$ cat src/rtl/capsense_pkg.sv
// rtl/capsense_pkg.sv - shared types and constants for the CapSense pad emulator
package capsense_pkg;

  typedef enum logic [1:0] {
    CHARGED   = 2'd0,
    DISCHARGE = 2'd1,
    CHARGING  = 2'd2
  } chan_state_e;

  localparam logic [15:0] LFSR_SEED = 16'hACE1;
  // Right-shifting Fibonacci form of taps 16,14,13,11 (bits 0,2,3,5 feed the new MSB)
  localparam logic [15:0] LFSR_TAPS = 16'h002D;

  localparam int DEF_BASE_DLY  = 20;
  localparam int DEF_TOUCH_DLY = 60;
  localparam int DEF_MIN_DIS   = 8;
  localparam int DEF_JIT_W     = 2;
  localparam int DEF_CNT_W     = 16;

  function automatic logic [15:0] lfsr_step(input logic [15:0] s);
    return {^(s & LFSR_TAPS), s[15:1]};
  endfunction

endpackage

$ cat src/rtl/capsense_pad_chan.sv
// rtl/capsense_pad_chan.sv - one emulated pad: discharge tracking and charge-time counter
module capsense_pad_chan
  import capsense_pkg::*;
#(
  parameter int BASE_DLY  = DEF_BASE_DLY,
  parameter int TOUCH_DLY = DEF_TOUCH_DLY,
  parameter int MIN_DIS   = DEF_MIN_DIS,
  parameter int CNT_W     = DEF_CNT_W
) (
  input  logic             clk,
  input  logic             rst,
  input  logic             oe_q,
  input  logic             touch,
  input  logic [CNT_W-1:0] jitter,
  output logic             pad
);

  localparam logic [CNT_W-1:0] BASE_C  = CNT_W'(BASE_DLY);
  localparam logic [CNT_W-1:0] TOUCH_C = CNT_W'(TOUCH_DLY);
  localparam logic [CNT_W-1:0] MIN_C   = CNT_W'(MIN_DIS);
  localparam logic [CNT_W-1:0] ONE_C   = CNT_W'(1);

  chan_state_e      state, state_nx;
  logic [CNT_W-1:0] cnt, cnt_nx;
  logic [CNT_W-1:0] dis_cnt, dis_nx;
  logic [CNT_W-1:0] dly;

  always_comb begin
    state_nx = state;
    cnt_nx   = cnt;
    dis_nx   = dis_cnt;
    dly      = (touch ? TOUCH_C : BASE_C) + jitter;
    case (state)
      CHARGED: begin
        if (oe_q) begin
          state_nx = DISCHARGE;
          dis_nx   = ONE_C;
        end
      end
      DISCHARGE: begin
        if (oe_q) begin
          if (dis_cnt < MIN_C) dis_nx = dis_cnt + ONE_C;
        end else if (dis_cnt >= MIN_C) begin
          state_nx = CHARGING;
          cnt_nx   = dly - ONE_C;
        end else begin
          state_nx = CHARGED;
        end
      end
      CHARGING: begin
        // A new discharge strobe wins over an expiring charge
        if (oe_q) begin
          state_nx = DISCHARGE;
          dis_nx   = ONE_C;
        end else if (cnt == '0) begin
          state_nx = CHARGED;
        end else begin
          cnt_nx = cnt - ONE_C;
        end
      end
      default: state_nx = CHARGED;
    endcase
  end

  always_ff @(posedge clk or posedge rst) begin
    if (rst) begin
      state   <= CHARGED;
      cnt     <= '0;
      dis_cnt <= '0;
      pad     <= 1'b1;
    end else begin
      state   <= state_nx;
      cnt     <= cnt_nx;
      dis_cnt <= dis_nx;
      pad     <= (state_nx == CHARGED);
    end
  end

endmodule

$ cat src/rtl/capsense_pad_emu.sv
// rtl/capsense_pad_emu.sv - N-pad CapSense emulator: strobe register, jitter LFSR, pad channels
module capsense_pad_emu
  import capsense_pkg::*;
#(
  parameter int N         = 4,
  parameter int BASE_DLY  = DEF_BASE_DLY,
  parameter int TOUCH_DLY = DEF_TOUCH_DLY,
  parameter int MIN_DIS   = DEF_MIN_DIS,
  parameter int JIT_W     = DEF_JIT_W,
  parameter int CNT_W     = DEF_CNT_W
) (
  input  logic         clk_i,
  input  logic         rst_i,
  input  logic         capsense_oe,
  input  logic [N-1:0] touch_i,
  output logic [N-1:0] capsense_o
);

  localparam longint MAX_DLY = (BASE_DLY > TOUCH_DLY) ? BASE_DLY : TOUCH_DLY;

  if (BASE_DLY < 1 || TOUCH_DLY < 1) begin : g_bad_dly
    $error("capsense_pad_emu: BASE_DLY and TOUCH_DLY must be at least 1");
  end
  if (N + JIT_W - 1 > 16) begin : g_bad_jit
    $error("capsense_pad_emu: jitter slices exceed the 16-bit LFSR");
  end
  if (MAX_DLY + (64'd1 << JIT_W) - 1 >= (64'd1 << CNT_W)) begin : g_bad_cnt
    $error("capsense_pad_emu: CNT_W too narrow for the longest charge time");
  end

  logic        oe_q;
  logic [15:0] lfsr;

  always_ff @(posedge clk_i or posedge rst_i) begin
    if (rst_i) begin
      oe_q <= 1'b0;
      lfsr <= LFSR_SEED;
    end else begin
      oe_q <= capsense_oe;
      lfsr <= lfsr_step(lfsr);
    end
  end

  for (genvar i = 0; i < N; i++) begin : g_chan
    logic [CNT_W-1:0] jitter;

    // Overlapping LFSR windows give each pad its own jitter draw
    if (JIT_W > 0) begin : g_jit
      assign jitter = CNT_W'(lfsr[i+JIT_W-1:i]);
    end else begin : g_nojit
      assign jitter = '0;
    end

    capsense_pad_chan #(
      .BASE_DLY (BASE_DLY),
      .TOUCH_DLY(TOUCH_DLY),
      .MIN_DIS  (MIN_DIS),
      .CNT_W    (CNT_W)
    ) u_chan (
      .clk   (clk_i),
      .rst   (rst_i),
      .oe_q  (oe_q),
      .touch (touch_i[i]),
      .jitter(jitter),
      .pad   (capsense_o[i])
    );
  end

endmodule

$ cat config.mk
export PLATFORM = sky130hd
export DESIGN_NAME = capsense_pad_emu
export DESIGN_NICKNAME = d
export VERILOG_FILES = /design/src/rtl/capsense_pkg.sv /design/src/rtl/capsense_pad_chan.sv /design/src/rtl/capsense_pad_emu.sv
export SDC_FILE = /design/constraint.sdc
export NUM_CORES = 1
export LEC_CHECK = 0
export CORE_ASPECT_RATIO = 1.2
export CORE_MARGIN = 2
export CORE_UTILIZATION = 28
export CTS_CLUSTER_DIAMETER = 80
export DETAILED_ROUTE_END_ITERATION = 8
export PLACE_DENSITY_LB_ADDON = 0.1
export SETUP_SLACK_MARGIN = 0.5
export SKIP_LAST_GASP = 1
export SYNTH_ARGS = -nofsm -noshare
export SYNTH_HDL_FRONTEND = slang
export SYNTH_HIERARCHICAL = 1
export SYNTH_SLANG_ARGS = --single-unit
$ cat constraint.sdc
create_clock -name clk_i -period 2.65 [get_ports clk_i]
set_input_delay 0.53 -clock clk_i [delete_from_list [all_inputs] [get_ports clk_i]]
set_output_delay 0.53 -clock clk_i [all_outputs]
set_load 0.01 [all_outputs]
Word-level counts from Yosys, hierarchy flattened --
Cells that the tools add are included.
Cells by class: add/subtract/negate cells 16, $lt $le $gt $ge 8, equal/unequal tests 36, mux-type cells 61, reduce and logical (&&, ||, !) cells 33
Operator list (count):
- 2-to-1 mux 16 bit | 25
- case mux 16 bit (2 select lines) | 8
- subtractor 16 x 1 -> 16 bit, second input constant | 8
- adder 16 x 1 -> 16 bit, second input constant | 4
- adder 16 x 2 -> 16 bit | 4
- greater-or-equal comparator 16 x 4 -> 1 bit, second input constant | 4
- zero test 16 bit | 4
- less-than comparator 16 x 4 -> 1 bit, second input constant | 4
- 2-to-1 mux 2 bit | 20
- != test 2 bit, second input constant | 16
- 2-to-1 mux 6 bit | 4
- != test 2 x 1 -> 1 bit, second input constant | 12
- case mux 2 bit (3 select lines) | 4
- AND reduction 5 bit | 4
- zero test 2 bit | 8
- AND reduction 4 bit | 4
- nonzero test 2 bit | 8
- parity 16 bit | 1
- == test 2 x 1 -> 1 bit, second input constant | 4
- == test 2 bit, second input constant | 4
- OR reduction 2 bit | 4
Word-level totals: flip-flop bits (word level) 157, word-level logic and storage cells 172

Longest topological paths before layout --
Gate-level depths: netlist (run 1).
depth after elaboration 6, mapped depth 9, gate-level depth less buffers 8

By module --
Netlist (run 1), hierarchy kept.
By module, submodules not included:
- capsense_pad_chan at g_chan[0].u_chan ... | instances 3, cells each 244, area an instance 2245.9 um^2, sequential area each 877.1 um^2
- capsense_pad_chan at g_chan[3].u_chan | instances 1, cells each 251, area an instance 2239.6 um^2, sequential area each 877.1 um^2
- capsense_pad_emu | instances 1, cells each 22, area an instance 469.2 um^2, sequential area each 435.4 um^2

Least setup slack after synthesis (run 1) --
OpenSTA, ideal clock, no wires.
kind reg2reg, start point reg g_chan[0].u_chan.cnt[0], end point reg g_chan[0].u_chan.cnt[9], setup time 0.122 ns, arrival time 1.744 ns, path slack 0.784 ns, stages on the path, launching flop included 8, path through dfrtp_1 -> inv_1 -> ha_1 -> nor4b_2 -> nand4_2 -> and3_4 -> a211o_1 -> a32o_1
On the way: longest elaborated chain between the ends 4
Ends and longest elaborated chain:
- from (decl) | line capsense_pad_chan.sv:24 | logic [CNT_W-1:0] cnt, cnt_nx;
- from (signal assigned) | line capsense_pad_chan.sv:73 | cnt <= cnt_nx;
- subtractor 16 x 1 -> 16 bit | line capsense_pad_chan.sv:58 | cnt_nx = cnt - ONE_C;
- 2-to-1 mux 16 bit | line capsense_pad_chan.sv:55 | end else if (cnt == '0) begin
- 2-to-1 mux 16 bit | line capsense_pad_chan.sv:52 | if (oe_q) begin
- case mux 16 bit (2 select lines) | line capsense_pad_chan.sv:33 | case (state)
Several ways; a longest one is shown, not always the timed one. The select of a mux whose other input is x is not followed. A chain may end at the register's enable or synchronous reset.

Worst setup path in the final report (run 1) --
start point reg g_chan[3].u_chan.cnt[0], end point reg g_chan[3].u_chan.cnt[6]
On the way: longest elaborated chain between the ends 4
Ends and longest elaborated chain (line):
- from (decl) | capsense_pad_chan.sv:24
- from (signal assigned) | capsense_pad_chan.sv:73
- subtractor 16 x 1 -> 16 bit | capsense_pad_chan.sv:58
- 2-to-1 mux 16 bit | capsense_pad_chan.sv:55
- 2-to-1 mux 16 bit | capsense_pad_chan.sv:52
- case mux 16 bit (2 select lines) | capsense_pad_chan.sv:33
Several ways; a longest one is shown, not always the timed one. The select of a mux whose other input is x is not followed.

==> results.tsv, run 1 <==
stage	metric	value	unit
cts	# hold bufs at CTS	0	
timing	Hold Violations, Final	0	
timing	Tightest Pin Transition	0.615	ns
timing	worst clock skew	0.0144	ns
final_layout	most frequent cells in the layout	178 x conb_1, 144 x dfrtp_1, 111 x nor2_1, 63 x a21oi_1, 54 x inv_1	
final_layout	area growth from synthesis to final layout	22.1	%
final_layout	nets@finish	1251	
logic_synthesis	combinational family with the most area after synthesis	simple AND/OR/NAND/NOR gates	
die	die area	35200	µm²
cts	TritonCTS buffer count	17	
pwr	Pwr Density	621	nW/µm²
cts	H-tree depth	4	
logic_synthesis	EDFF count, synth	0	
logic_synthesis	Main synth FF type	dfrtp_1	
critical_path	max incr delay on CP	0.43	ns
die	Die H	205	µm
status	status	finished clean	
place	IO Port Bufs	10	
critical_path	RR Startpoint	g_chan[3].u_chan/cnt[0]	
logic_synthesis	multiplexer area fraction after synthesis	1.11	%
detailed_routing	WL final	23200	µm
cts	CTS tree	yes	
global_route	largest net degree at the start of global routing	36	
pwr	P_leak	4.96	nW
final_layout	# diodes	0	
logic_synthesis	Synth top area share	38.4	%
detailed_routing	Post-DRT Antenna Nets	0	
logic_synthesis	main area contributors after synthesis	dfrtp_1 38%, nor2_1 4.5%, a21oi_1 3.3%	
detailed_routing	vias post-DR	7785	
global_route	GRT Total Usage	14.0	%
cts	Clk Tree Root Cell	clkbuf_16	
logic_synthesis	synthesized area per cell	9.40	µm²
logic_synthesis	Simple-Gate Fraction of Synth Area	27.1	%
detailed_routing	routed len/inst	13.8	µm
critical_path	worst-path cell with the longest stage delay	dfrtp_1	
global_route	final global-route overflow total	0	
logic_synthesis	post-synthesis sequential element count	157	
logic_synthesis	Yosys top cell by area	dfrtp_1	
critical_path	Max FO, Critical Path	6	
logic_synthesis	Async SR Flop Fraction	100	%
logic_synthesis	Seq/Total Area, Yosys	41.7	%
detailed_routing	DRC errors left	0	
critical_path	Critical R2R Capture	g_chan[3].u_chan/cnt[6]	
cts	clock slew at reported path FFs	0.07	ns
place	placed inst area	10900	µm²
final_layout	fraction of layout cells with a size suffix above 1	12.5	%
run	Max-Cap Viols	0	
cts	maximum clock insertion buffer count	2	
cts	# clock sinks	157	
critical_path	Crit. Startpoint	g_chan[3].u_chan/cnt[0]	
logic_synthesis	complex-gate fraction of the synthesized area	19.3	%
timing	max-slew violation count	0	
pwr	Final Power	7.16	mW
place	Detail Placement HPWL	17100	µm
critical_path	CP Cell Sequence	inv_1 -> ha_1 -> nor4b_1 -> nand4_1 -> and2_2 -> nor2_8 -> inv_4 -> a32o_1	
logic_synthesis	Synth Area in Adders	3.18	%
critical_path	CP arrival	2.38	ns
critical_path	CP endpoint kind	flop	
global_route	antenna violations before repair	0	
logic_synthesis	library cells used by synthesis	77	
die	Initial Util	28.5	%
detailed_routing	drt initial violations	390	
timing	Max Fclk	481	MHz
die	# rows	73	
timing	Final Critical Period	2.08	ns
critical_path	Startpoint Class	flop	
cts	clk_lat worst skew	0.42	ns
detailed_routing	via-per-instance ratio	4.63	
timing	RSZ-0062 raised after global routing	true	
global_route	number of global-route vias before repair	7726	
critical_path	R2R cell count	8	
die	die width	172	µm
detailed_routing	DR pass1 iterations	4	
die	I/O pin total	11	
timing	Fin Setup TNS	0	ns
critical_path	Crit Path Class	flop to flop	
logic_synthesis	xor/xnor cell area share of the yosys netlist	3.52	%
final_layout	final instance area	11500	µm²
logic_synthesis	Synth Warn #	6	
logic_synthesis	Post-Syn Area	9450	µm²
critical_path	crit path to	g_chan[3].u_chan/cnt[6]	
hold_path	Hold Crit Class	flop to flop	
pwr	Max VDD drop	0.461	mV
timing	Tcrit/Tclk final	78.5	%
logic_synthesis	Syn Inst Count	1005	
timing	max_slew headroom	58.9	%
place	GPL Wtd Cong	0.798	
critical_path	Crit path required time	2.95	ns
die	Core Region	33200	µm²
critical_path	internal reg-to-reg setup slack	0.57	ns
final_layout	commonest non-fill, non-tap cell in the layout	conb_1	
timing	final setup violating endpoints	0	
global_route	first-pass GRT wire length	39700	µm
==> flip-flops by register name, summed over array words and instances, names as in the netlist <==
signal / count
g_chan.u_chan/cnt: 64
g_chan.u_chan/dis_cnt: 64
g_chan.u_chan/pad: 4
g_chan.u_chan/state: 8
lfsr: 16
oe_q: 1
==> cell families after synthesis <==
kind of cell / after synthesis
and+or+nand+nor: 431
AOI/OAI and AO/OA: 257
other: 1
xor gates and xnor gates: 38
buffers and inverters: 88
muxes: 9
adders and majority gates: 24
DFF: 157
==> synth_stat cells (24+ instances only) <==
master,n
nand4_1,25
nor2b_1,45
a21oi_1,63
o21ai_0,28
nor3_1,32
nor2_1,112
ha_1,24
nand2_1,44
dfrtp_1,145
inv_1,54
nand3_1,37
==> worst min path at each step <==
stage                    end  cells after the start  slack, ns  startpoint
floorplan            lfsr[8]                      0       0.33     lfsr[9]
global placement     lfsr[8]                      0       0.33     lfsr[9]
detailed placement   lfsr[7]                      0       0.34     lfsr[8]
CTS                 lfsr[10]                      0       0.35    lfsr[11]
global route        lfsr[10]                      0       0.35    lfsr[11]
finish              lfsr[10]                      0       0.34    lfsr[11]
==> layer usage <==
metal / up-vias / part of all wire (%) / global-route usage (%)
met5: - / 0 / 0
met1: 3684 / 47 / 18.4
li1: 4003 / - / -
met2: 79 / 50 / 24.2
met3: 19 / 2.3 / 2.08
met4: 0 / 1.1 / 3.30
==> power breakdown <==
| group | switching (mW) | total, mW | internal (mW) |
|---|---|---|---|
| registers | 0.483 | 3.27 | 2.79 |
| logic | 0.735 | 1.37 | 0.631 |
| clock network | 1.02 | 2.53 | 1.51 |
| total | 2.24 | 7.16 | 4.93 |
==> worst max-delay path: cells and delay by family, from the launching register on <==
family                   cells  cell delay (ns)
AND/OR/NAND/NOR              4             0.96
adder cells (fa/ha/maj)      1             0.20
AO/OA/AOI/OAI                1             0.22
flip-flops                   1             0.43
buffers and inverters        2             0.16
==> layout make-up <==
cell class	instances	area, µm²
sequential	157	3950
clock buffer	19	443
inverter	55	209
fill	3428	21600
timing repair buffer	52	415
clock inverter	13	165
multi-input combinational	937	5790
tap	450	563
==> per-stage QoR <==
stage | worst slack, ns | utilization (%) | hold WS, ns | instances
4_1_cts | 0.518 | 34.6 | 0.350 | 1675
5_1_grt | 0.428 | 34.8 | 0.349 | 1683
2_1_floorplan | 0.784 | - | 0.331 | 1182
3_3_place_gp | 0.407 | 32.7 | 0.335 | 1643
6_report | 0.571 | 34.8 | 0.345 | 1683
3_5_place_dp | 0.394 | 32.7 | 0.340 | 1643
==> timing repair <==
item / CTS / global route
pin swaps: 0 / 3
cloned: 0 / 0
setup endpoints to repair: 10 / 34
gates resized for setup: 4 / 5
setup buffers: 0 / 8
(Power assumes the default switching activity.)
==> run 2: changes to the inputs <==
- clock period: 2.65 -> 1.7 ns (I/O delays scaled with it)
==> run 2 against run 1 <==
The flow now finishes with violations (negative setup slack). Count of clock-buffer cells in the layout fell by 1. Highest routed layer unchanged. Die area unchanged. Via count increased by 13%. Sequential cell count unchanged. Largest cell class unchanged.
==> results.tsv, run 2 (same netlist as run 1, synthesis figures left out) <==
stage	metric	value	unit	change
critical_path	internal reg-to-reg setup slack	-0.19	ns	was 0.57 ns
die	Initial Util	28.5	%	unchanged
status	violations in the final reports	negative setup slack		
die	Core Region	33200	µm²	unchanged
detailed_routing	Post-DRT Antenna Nets	0		unchanged
detailed_routing	WL final	26600	µm	was 23200 µm
final_layout	most frequent cells in the layout	208 x buf_4, 178 x conb_1, 144 x dfrtp_1, 96 x nor2_1, 57 x buf_6		was 178 x conb_1, 144 x dfrtp_1, 111 x nor2_1, 63 x a21oi_1, 54 x inv_1
final_layout	commonest non-fill, non-tap cell in the layout	buf_4		was conb_1
detailed_routing	vias post-DR	8768		was 7785
critical_path	Critical R2R Capture	g_chan[0].u_chan/cnt[15]		was g_chan[3].u_chan/cnt[6]
final_layout	# diodes	0		unchanged
detailed_routing	DR pass1 iterations	5		was 4
global_route	first-pass GRT wire length	44300	µm	was 39700 µm
die	die width	172	µm	unchanged
cts	H-tree depth	4		unchanged
critical_path	CP Cell Sequence	inv_2 -> ha_4 -> nor4b_4 -> nand4_2 -> a22oi_2 -> buf_4 -> buf_6 -> a21oi_2 -> o22ai_1		was inv_1 -> ha_1 -> nor4b_1 -> nand4_1 -> and2_2 -> nor2_8 -> inv_4 -> a32o_1
detailed_routing	drt initial violations	390		unchanged
critical_path	R2R cell count	9		was 8
pwr	Max VDD drop	0.787	mV	was 0.461 mV
critical_path	Crit path required time	2.04	ns	was 2.95 ns
pwr	Final Power	13.4	mW	was 7.16 mW
critical_path	CP endpoint kind	flop		unchanged
die	Die H	205	µm	unchanged
cts	Clk Tree Root Cell	clkbuf_16		unchanged
cts	clk_lat worst skew	0.43	ns	was 0.42 ns
cts	CTS tree	yes		unchanged
critical_path	Max FO, Critical Path	5		was 6
timing	RSZ-0062 raised after global routing	true		unchanged
place	Detail Placement HPWL	19000	µm	was 17100 µm
status	status	finished, violations left		was finished clean
timing	max-slew violation count	0		unchanged
cts	# hold bufs at CTS	0		unchanged
final_layout	fraction of layout cells with a size suffix above 1	37.6	%	was 12.5%
critical_path	CP arrival	2.23	ns	was 2.38 ns
critical_path	Crit Path Class	flop to flop		unchanged
timing	worst clock skew	0.0136	ns	was 0.0144 ns
die	# rows	73		unchanged
pwr	P_leak	6.54	nW	was 4.96 nW
timing	fin worst setup slack	-0.186	ns	was 0.571 ns
detailed_routing	routed len/inst	13.9	µm	was 13.8 µm
die	die area	35200	µm²	unchanged
global_route	largest net degree at the start of global routing	36		unchanged
cts	# clock sinks	157		unchanged
cts	clock slew at reported path FFs	0.06	ns	was 0.07 ns
final_layout	Largest regs	g_chan.u_chan/cnt x64, g_chan.u_chan/dis_cnt x64, lfsr x16		unchanged
die	I/O pin total	11		unchanged
run	Max-Cap Viols	0		unchanged
final_layout	area growth from synthesis to final layout	55.3	%	was 22.1%
timing	Fin Hold WS	0.251	ns	was 0.345 ns
timing	Final Critical Period	1.89	ns	was 2.08 ns
place	Place WS	-0.226	ns	was 0.394 ns
detailed_routing	via-per-instance ratio	4.58		was 4.63
place	IO Port Bufs	10		unchanged
detailed_routing	DRC errors left	0		unchanged
timing	Hold Violations, Final	0		unchanged
critical_path	Top Family by Delay on Critical Path	compound AO/OA/AOI/OAI gates		was simple AND/OR/NAND/NOR gates
timing	final setup violating endpoints	57		was 0
cts	TritonCTS buffer count	17		unchanged
global_route	antenna violations before repair	0		unchanged
global_route	final global-route overflow total	0		unchanged
global_route	GRT Total Usage	15.7	%	was 14.0%
critical_path	worst path bufs/invs	3		was 2
place	GPL Wtd Cong	0.826		was 0.798
global_route	number of global-route vias before repair	8731		was 7726
critical_path	max incr delay on CP	0.38	ns	was 0.43 ns
pwr	Pwr Density	915	nW/µm²	was 621 nW/µm²
timing	Tcrit/Tclk final	111	%	was 78.5%
final_layout	nets@finish	1483		was 1251
critical_path	RR Startpoint	g_chan[0].u_chan/cnt[1]		was g_chan[3].u_chan/cnt[0]
cts	maximum clock insertion buffer count	2		unchanged
final_layout	final core utilization	44.2	%	was 34.8%
hold_path	Hold Crit Class	input pin to async pin		was flop to flop
timing	Max Fclk	530	MHz	was 481 MHz
critical_path	worst-path cell with the longest stage delay	dfrtp_1		unchanged
critical_path	Startpoint Class	flop		unchanged
## run 2: cell count changes in the layout (fill, tap and decap cells not counted), moves of 11 or more
cell,delta
nor2_1,-15
nor2_4,+11
buf_6,+57
nor3_1,-11
a311oi_1,-12
o21ai_0,-13
a21oi_1,-19
a21oi_2,+18
a311oi_2,+12
buf_4,+166
## run 2: worst max path at each step
stage / from / end / slack [ns] / cells past startpoint
finish: g_chan[0].u_chan/cnt[1] / g_chan[0].u_chan/cnt[15] / -0.19 / 9
global route: g_chan[0].u_chan/cnt[6] / g_chan[0].u_chan/cnt[15] / -0.31 / 7
CTS: g_chan[1].u_chan/cnt[3] / g_chan[1].u_chan/cnt[12] / -0.18 / 6
detailed placement: g_chan[3].u_chan/cnt[15] / g_chan[3].u_chan/cnt[13] / -0.23 / 7
global placement: g_chan[2].u_chan/cnt[15] / g_chan[2].u_chan/cnt[9] / -0.22 / 5
floorplan: g_chan[0].u_chan/dis_cnt[9] / g_chan[0].u_chan/cnt[3] / -0.1 / 6
## run 2: worst reg2reg max path: stages (launching register included)
cell and delay [ns]:
dfrtp_1 0.38, inv_2 0.09, ha_4 0.14, nor4b_4 0.22, nand4_2 0.21, a22oi_2 0.32
buf_4 0.19, buf_6 0.12, a21oi_2 0.03, o22ai_1 0.11
## run 2: what timing repair did
action | CTS | global route
hold endpoints to repair | 0 | 0
pin swaps | 76 | 80
gates cloned | 4 | 1
resized for setup | 189 | 96
buffers inserted | 30 | 15
setup endpoints to repair | 133 | 133
## run 2: per-stage QoR
step / TNS, ns / cells / instance area (µm²)
floorplan: -1.01 / 1182 / 10300
global placement: -7.93 / 1833 / 12500
detailed placement: -7.23 / 1833 / 12500
CTS: -5.02 / 1899 / 14100
global route: -11.26 / 1915 / 14700
finish: -4.41 / 1915 / 14700
## run 2: layout make-up
type | count | area [µm²]
inverters | 55 | 221
clock buffers | 18 | 439
fillers | 3240 | 18500
clock inverters | 14 | 184
well taps | 450 | 563
multi-input cells | 937 | 6770
repair buffers | 284 | 2540
flip-flops and latches | 157 | 3950
## run 2: report_power, final
group	internal [mW]	switching [mW]	total [mW]	leakage, nW
Sequential	4.34	0.607	4.95	1.92
Clock	2.38	1.68	4.07	0.303
Combinational	2.38	2.02	4.40	4.31
## run 2: routing by layer
layer,vias to the layer above,share of wire [%],global-route usage (%)
met1,4193,46,20.4
met3,27,1.7,2.14
met5,-,0,0
met4,0,1.7,4.93
met2,71,51,27.0
li1,4477,-,-
==> run 3: changes to the inputs <==
- SYNTH_HIERARCHICAL: 1 -> default
==> run 3 against run 2 <==
Setup slack lost 0.26 ns. Count of clock-buffer cells in the layout stayed put. Largest power group unchanged. Highest routed layer unchanged. The flow still finishes with violations (negative setup slack). Combinational power down 20%. Worst hold slack better by 0.084 ns. Design area down 23%. Clock power down 6.1%. Core utilization shrank 1.4 points.
==> results.tsv, run 3 <==
stage	metric	value	unit	change
timing	RSZ-0062 raised after global routing	true		unchanged
critical_path	CP endpoint kind	flop		unchanged
logic_synthesis	synthesized area per cell	10.1	µm²	was 9.40 µm²
die	Core Region	26200	µm²	was 33200 µm²
final_layout	Fillers	2484		was 3240
die	# rows	65		was 73
timing	max_slew headroom	66.8	%	
critical_path	CP Cell Sequence	or4_4 -> or4_4 -> or2_4 -> a311o_1 -> o31ai_2		was inv_2 -> ha_4 -> nor4b_4 -> nand4_2 -> a22oi_2 -> buf_4 -> buf_6 -> a21oi_2 -> o22ai_1
critical_path	Crit Path Class	flop to flop		unchanged
die	die area	27800	µm²	was 35200 µm²
detailed_routing	DRC errors left	0		unchanged
logic_synthesis	synthesized net count	759		
critical_path	worst path bufs/invs	0		was 3
critical_path	most frequent CP cell	or4_4		
logic_synthesis	EDFF count, synth	0		unchanged
detailed_routing	routed len/inst	14.8	µm	was 13.9 µm
cts	TritonCTS buffer count	17		unchanged
cts	H-tree depth	4		unchanged
die	I/O pin total	11		unchanged
logic_synthesis	main area contributors after synthesis	dfrtp_1 49%, dfstp_2 4.2%, nor2_1 3.6%		was dfrtp_1 38%, nor2_1 4.5%, a21oi_1 3.3%
detailed_routing	highest routed metal layer	met4		unchanged
timing	final setup violating endpoints	71		was 57
global_route	largest net degree at the start of global routing	76		was 36
timing	Max Fclk	466	MHz	was 530 MHz
final_layout	# diodes	0		unchanged
die	Initial Util	28.3	%	was 28.5%
critical_path	worst-path cell with the longest stage delay	or4_4		was dfrtp_1
cts	maximum clock insertion buffer count	2		unchanged
status	violations in the final reports	negative setup slack		unchanged
run	Max-Cap Viols	0		unchanged
cts	CTS tree	yes		unchanged
pwr	Max VDD drop	0.572	mV	was 0.787 mV
logic_synthesis	Seq/Total Area, Yosys	53.1	%	was 41.7%
final_layout	register area	3950	µm²	about the same
detailed_routing	drt initial violations	223		was 390
die	Die H	182	µm	was 205 µm
logic_synthesis	Async SR Flop Fraction	100	%	unchanged
final_layout	nets@finish	960		was 1483
timing	max-slew violation count	0		unchanged
pwr	Clk network pwr share	31.9	%	was 30.3%
hold_path	Hold Path Stages	1		
cts	Clk Tree Root Cell	clkbuf_16		unchanged
final_layout	commonest non-fill, non-tap cell in the layout	buf_4		unchanged
pwr	Flop pwr share	38.5	%	was 36.9%
global_route	GRT Total Usage	14.1	%	was 15.7%
critical_path	max incr delay on CP	0.54	ns	was 0.38 ns
place	IO Port Bufs	10		unchanged
critical_path	Top Family by Delay on Critical Path	simple AND/OR/NAND/NOR gates		was compound AO/OA/AOI/OAI gates
timing	Fin Hold WS	0.334	ns	was 0.251 ns
timing	Hold Violations, Final	0		unchanged
final_layout	final core utilization	42.9	%	was 44.2%
detailed_routing	Post-DRT Antenna Nets	0		unchanged
cts	# hold bufs at CTS	0		unchanged
final_layout	area growth from synthesis to final layout	51.2	%	was 55.3%
critical_path	Startpoint Class	flop		unchanged
cts	clk_lat worst skew	0.44	ns	was 0.43 ns
final_layout	area of the multi-input gates	4280	µm²	was 6770 µm²
pwr	Comb pwr share	29.6	%	was 32.8%
timing	Tcrit/Tclk final	126	%	was 111%
hold_path	Hold Crit Class	input pin to flop		was input pin to async pin
pwr	Internal	8.21	mW	was 9.11 mW
pwr	Sw Pwr	3.78	mW	was 4.31 mW
detailed_routing	vias post-DR	6240		was 8768
logic_synthesis	post-synthesis sequential element count	157		unchanged
detailed_routing	via-per-instance ratio	4.86		was 4.58
detailed_routing	DR pass1 iterations	4		was 5
place	Detail Placement HPWL	12800	µm	was 19000 µm
timing	worst clock skew	0.0113	ns	was 0.0136 ns
final_layout	most frequent cells in the layout	158 x buf_4, 143 x dfrtp_1, 55 x nor2_1, 39 x buf_6, 37 x nand2_1		was 208 x buf_4, 178 x conb_1, 144 x dfrtp_1, 96 x nor2_1, 57 x buf_6
logic_synthesis	Main synth FF type	dfrtp_1		unchanged
timing	Tightest Pin Transition	0.494	ns	
pwr	Sw Ratio	31.5	%	was 32.1%
logic_synthesis	Post-Syn Area	7420	µm²	was 9450 µm²
critical_path	R2R cell count	5		was 9
die	die width	153	µm	was 172 µm
logic_synthesis	Syn Inst Count	736		was 1005
final_layout	Largest regs	g_chan.u_chan.cnt x64, g_chan.u_chan.dis_cnt x64, lfsr x16		was g_chan.u_chan/cnt x64, g_chan.u_chan/dis_cnt x64, lfsr x16
global_route	final global-route overflow total	0		unchanged
logic_synthesis	Synth Warn #	0		was 6
critical_path	Levels on crit path	5		was 9
place	GPL Wtd Cong	0.816		was 0.826
critical_path	CP arrival	2.49	ns	was 2.23 ns
logic_synthesis	Post-synth top cells	145 x dfrtp_1, 72 x nor2_1, 50 x nand2_1		was 145 x dfrtp_1, 112 x nor2_1, 63 x a21oi_1
global_route	first-pass GRT wire length	32000	µm	was 44300 µm
logic_synthesis	Synth top area share	48.9	%	was 38.4%
cts	clock slew at reported path FFs	0.07	ns	was 0.06 ns
critical_path	Max FO, Critical Path	4		was 5
pwr	Pwr Density	1070	nW/µm²	was 915 nW/µm²
detailed_routing	routed wl met2	10100	µm	was 13500 µm
logic_synthesis	Yosys top cell by area	dfrtp_1		unchanged
status	status	finished, violations left		unchanged
pwr	Final Power	12.0	mW	was 13.4 mW
pwr	P_leak	4.93	nW	was 6.54 nW
logic_synthesis	library cells used by synthesis	68		was 77
timing	fin worst setup slack	-0.444	ns	was -0.186 ns
critical_path	Crit path required time	2.05	ns	was 2.04 ns
global_route	number of global-route vias before repair	6567		was 8731
critical_path	internal reg-to-reg setup slack	-0.44	ns	was -0.19 ns
cts	# clock sinks	157		unchanged
global_route	antenna violations before repair	0		unchanged
detailed_routing	WL final	19100	µm	was 26600 µm
detailed_routing	met3 WL	275	µm	was 446 µm
final_layout	fraction of layout cells with a size suffix above 1	45.3	%	was 37.6%
logic_synthesis	count leader, synth	dfrtp_1		unchanged
detailed_routing	Metal-1 WL	8310	µm	was 12200 µm
timing	Final Critical Period	2.14	ns	was 1.89 ns
[run 3: final timing paths]
path,startpoint,endpoint
max in group asynchronous,rst_i,g_chan[2].u_chan.pad
hold reg to reg,lfsr[8],lfsr[7]
min in group asynchronous,rst_i,g_chan[3].u_chan.state[0]
setup reg to reg,g_chan[0].u_chan.cnt[13],g_chan[0].u_chan.cnt[11]
setup / recovery,g_chan[0].u_chan.cnt[13],g_chan[0].u_chan.cnt[11]
hold / removal,capsense_oe,oe_q
[run 3: per-stage QoR]
stage | instance area (µm²) | instances | setup WS, ns | setup TNS (ns)
3_5_place_dp | 9490 | 1216 | -0.510 | -18.90
2_1_floorplan | 7910 | 736 | -0.617 | -103.56
6_report | 11200 | 1285 | -0.444 | -20.64
5_1_grt | 11200 | 1285 | -0.517 | -28.47
4_1_cts | 10700 | 1269 | -0.409 | -19.98
3_3_place_gp | 9490 | 1216 | -0.415 | -17.26
[run 3: what timing repair did]
| action | 4_1_cts | 5_1_grt |
|---|---|---|
| pin swaps | 43 | 45 |
| resized for setup | 111 | 105 |
| endpoints found under the setup margin | 130 | 134 |
| buffers inserted | 18 | 16 |
| gates cloned | 3 | 0 |
[run 3: area by class of cell]
cell class	count	share of cell area [%]
clock buffers	18	3.91
clock inverters	14	1.30
inverters	33	1.23
multi-input cells	517	38.1
flip-flops and latches	157	35.2
well taps	335	3.73
repair buffers	211	16.5
[run 3: power groups by stage]
stage / combinational, mW / clock, mW / sequential [mW]
2_1_floorplan: 1.59 / 0 / 4.63
3_3_place_gp: 2.77 / 0 / 4.62
3_5_place_dp: 2.83 / 0 / 4.63
4_1_cts: 3.20 / 3.96 / 4.60
5_1_grt: 3.88 / 4.14 / 4.68
6_report: 3.54 / 3.82 / 4.62
[run 3: logic make-up after synthesis]
family,share of synthesized area (%)
AO/OA/AOI/OAI,14.6
AND/OR/NAND/NOR,24.0
multiplexers,0.405
flip-flops,53.1
adder cells (fa/ha/maj),2.70
XOR/XNOR,1.65
buffers and inverters,3.54
[run 3: worst reg2reg max path, delay by kind of cell, from the launching register on]
| kind | cells | cell delay [ns] |
|---|---|---|
| AND/OR/NAND/NOR | 3 | 1.29 |
| flip-flops | 1 | 0.38 |
| AO/OA/AOI/OAI | 2 | 0.39 |
[run 3: per-layer routing]
layer	track usage, %	vias up
li1	-	3078
met1	17.0	3101
met2	25.1	37
met3	2.23	24
met4	5.81	0
met5	0	-
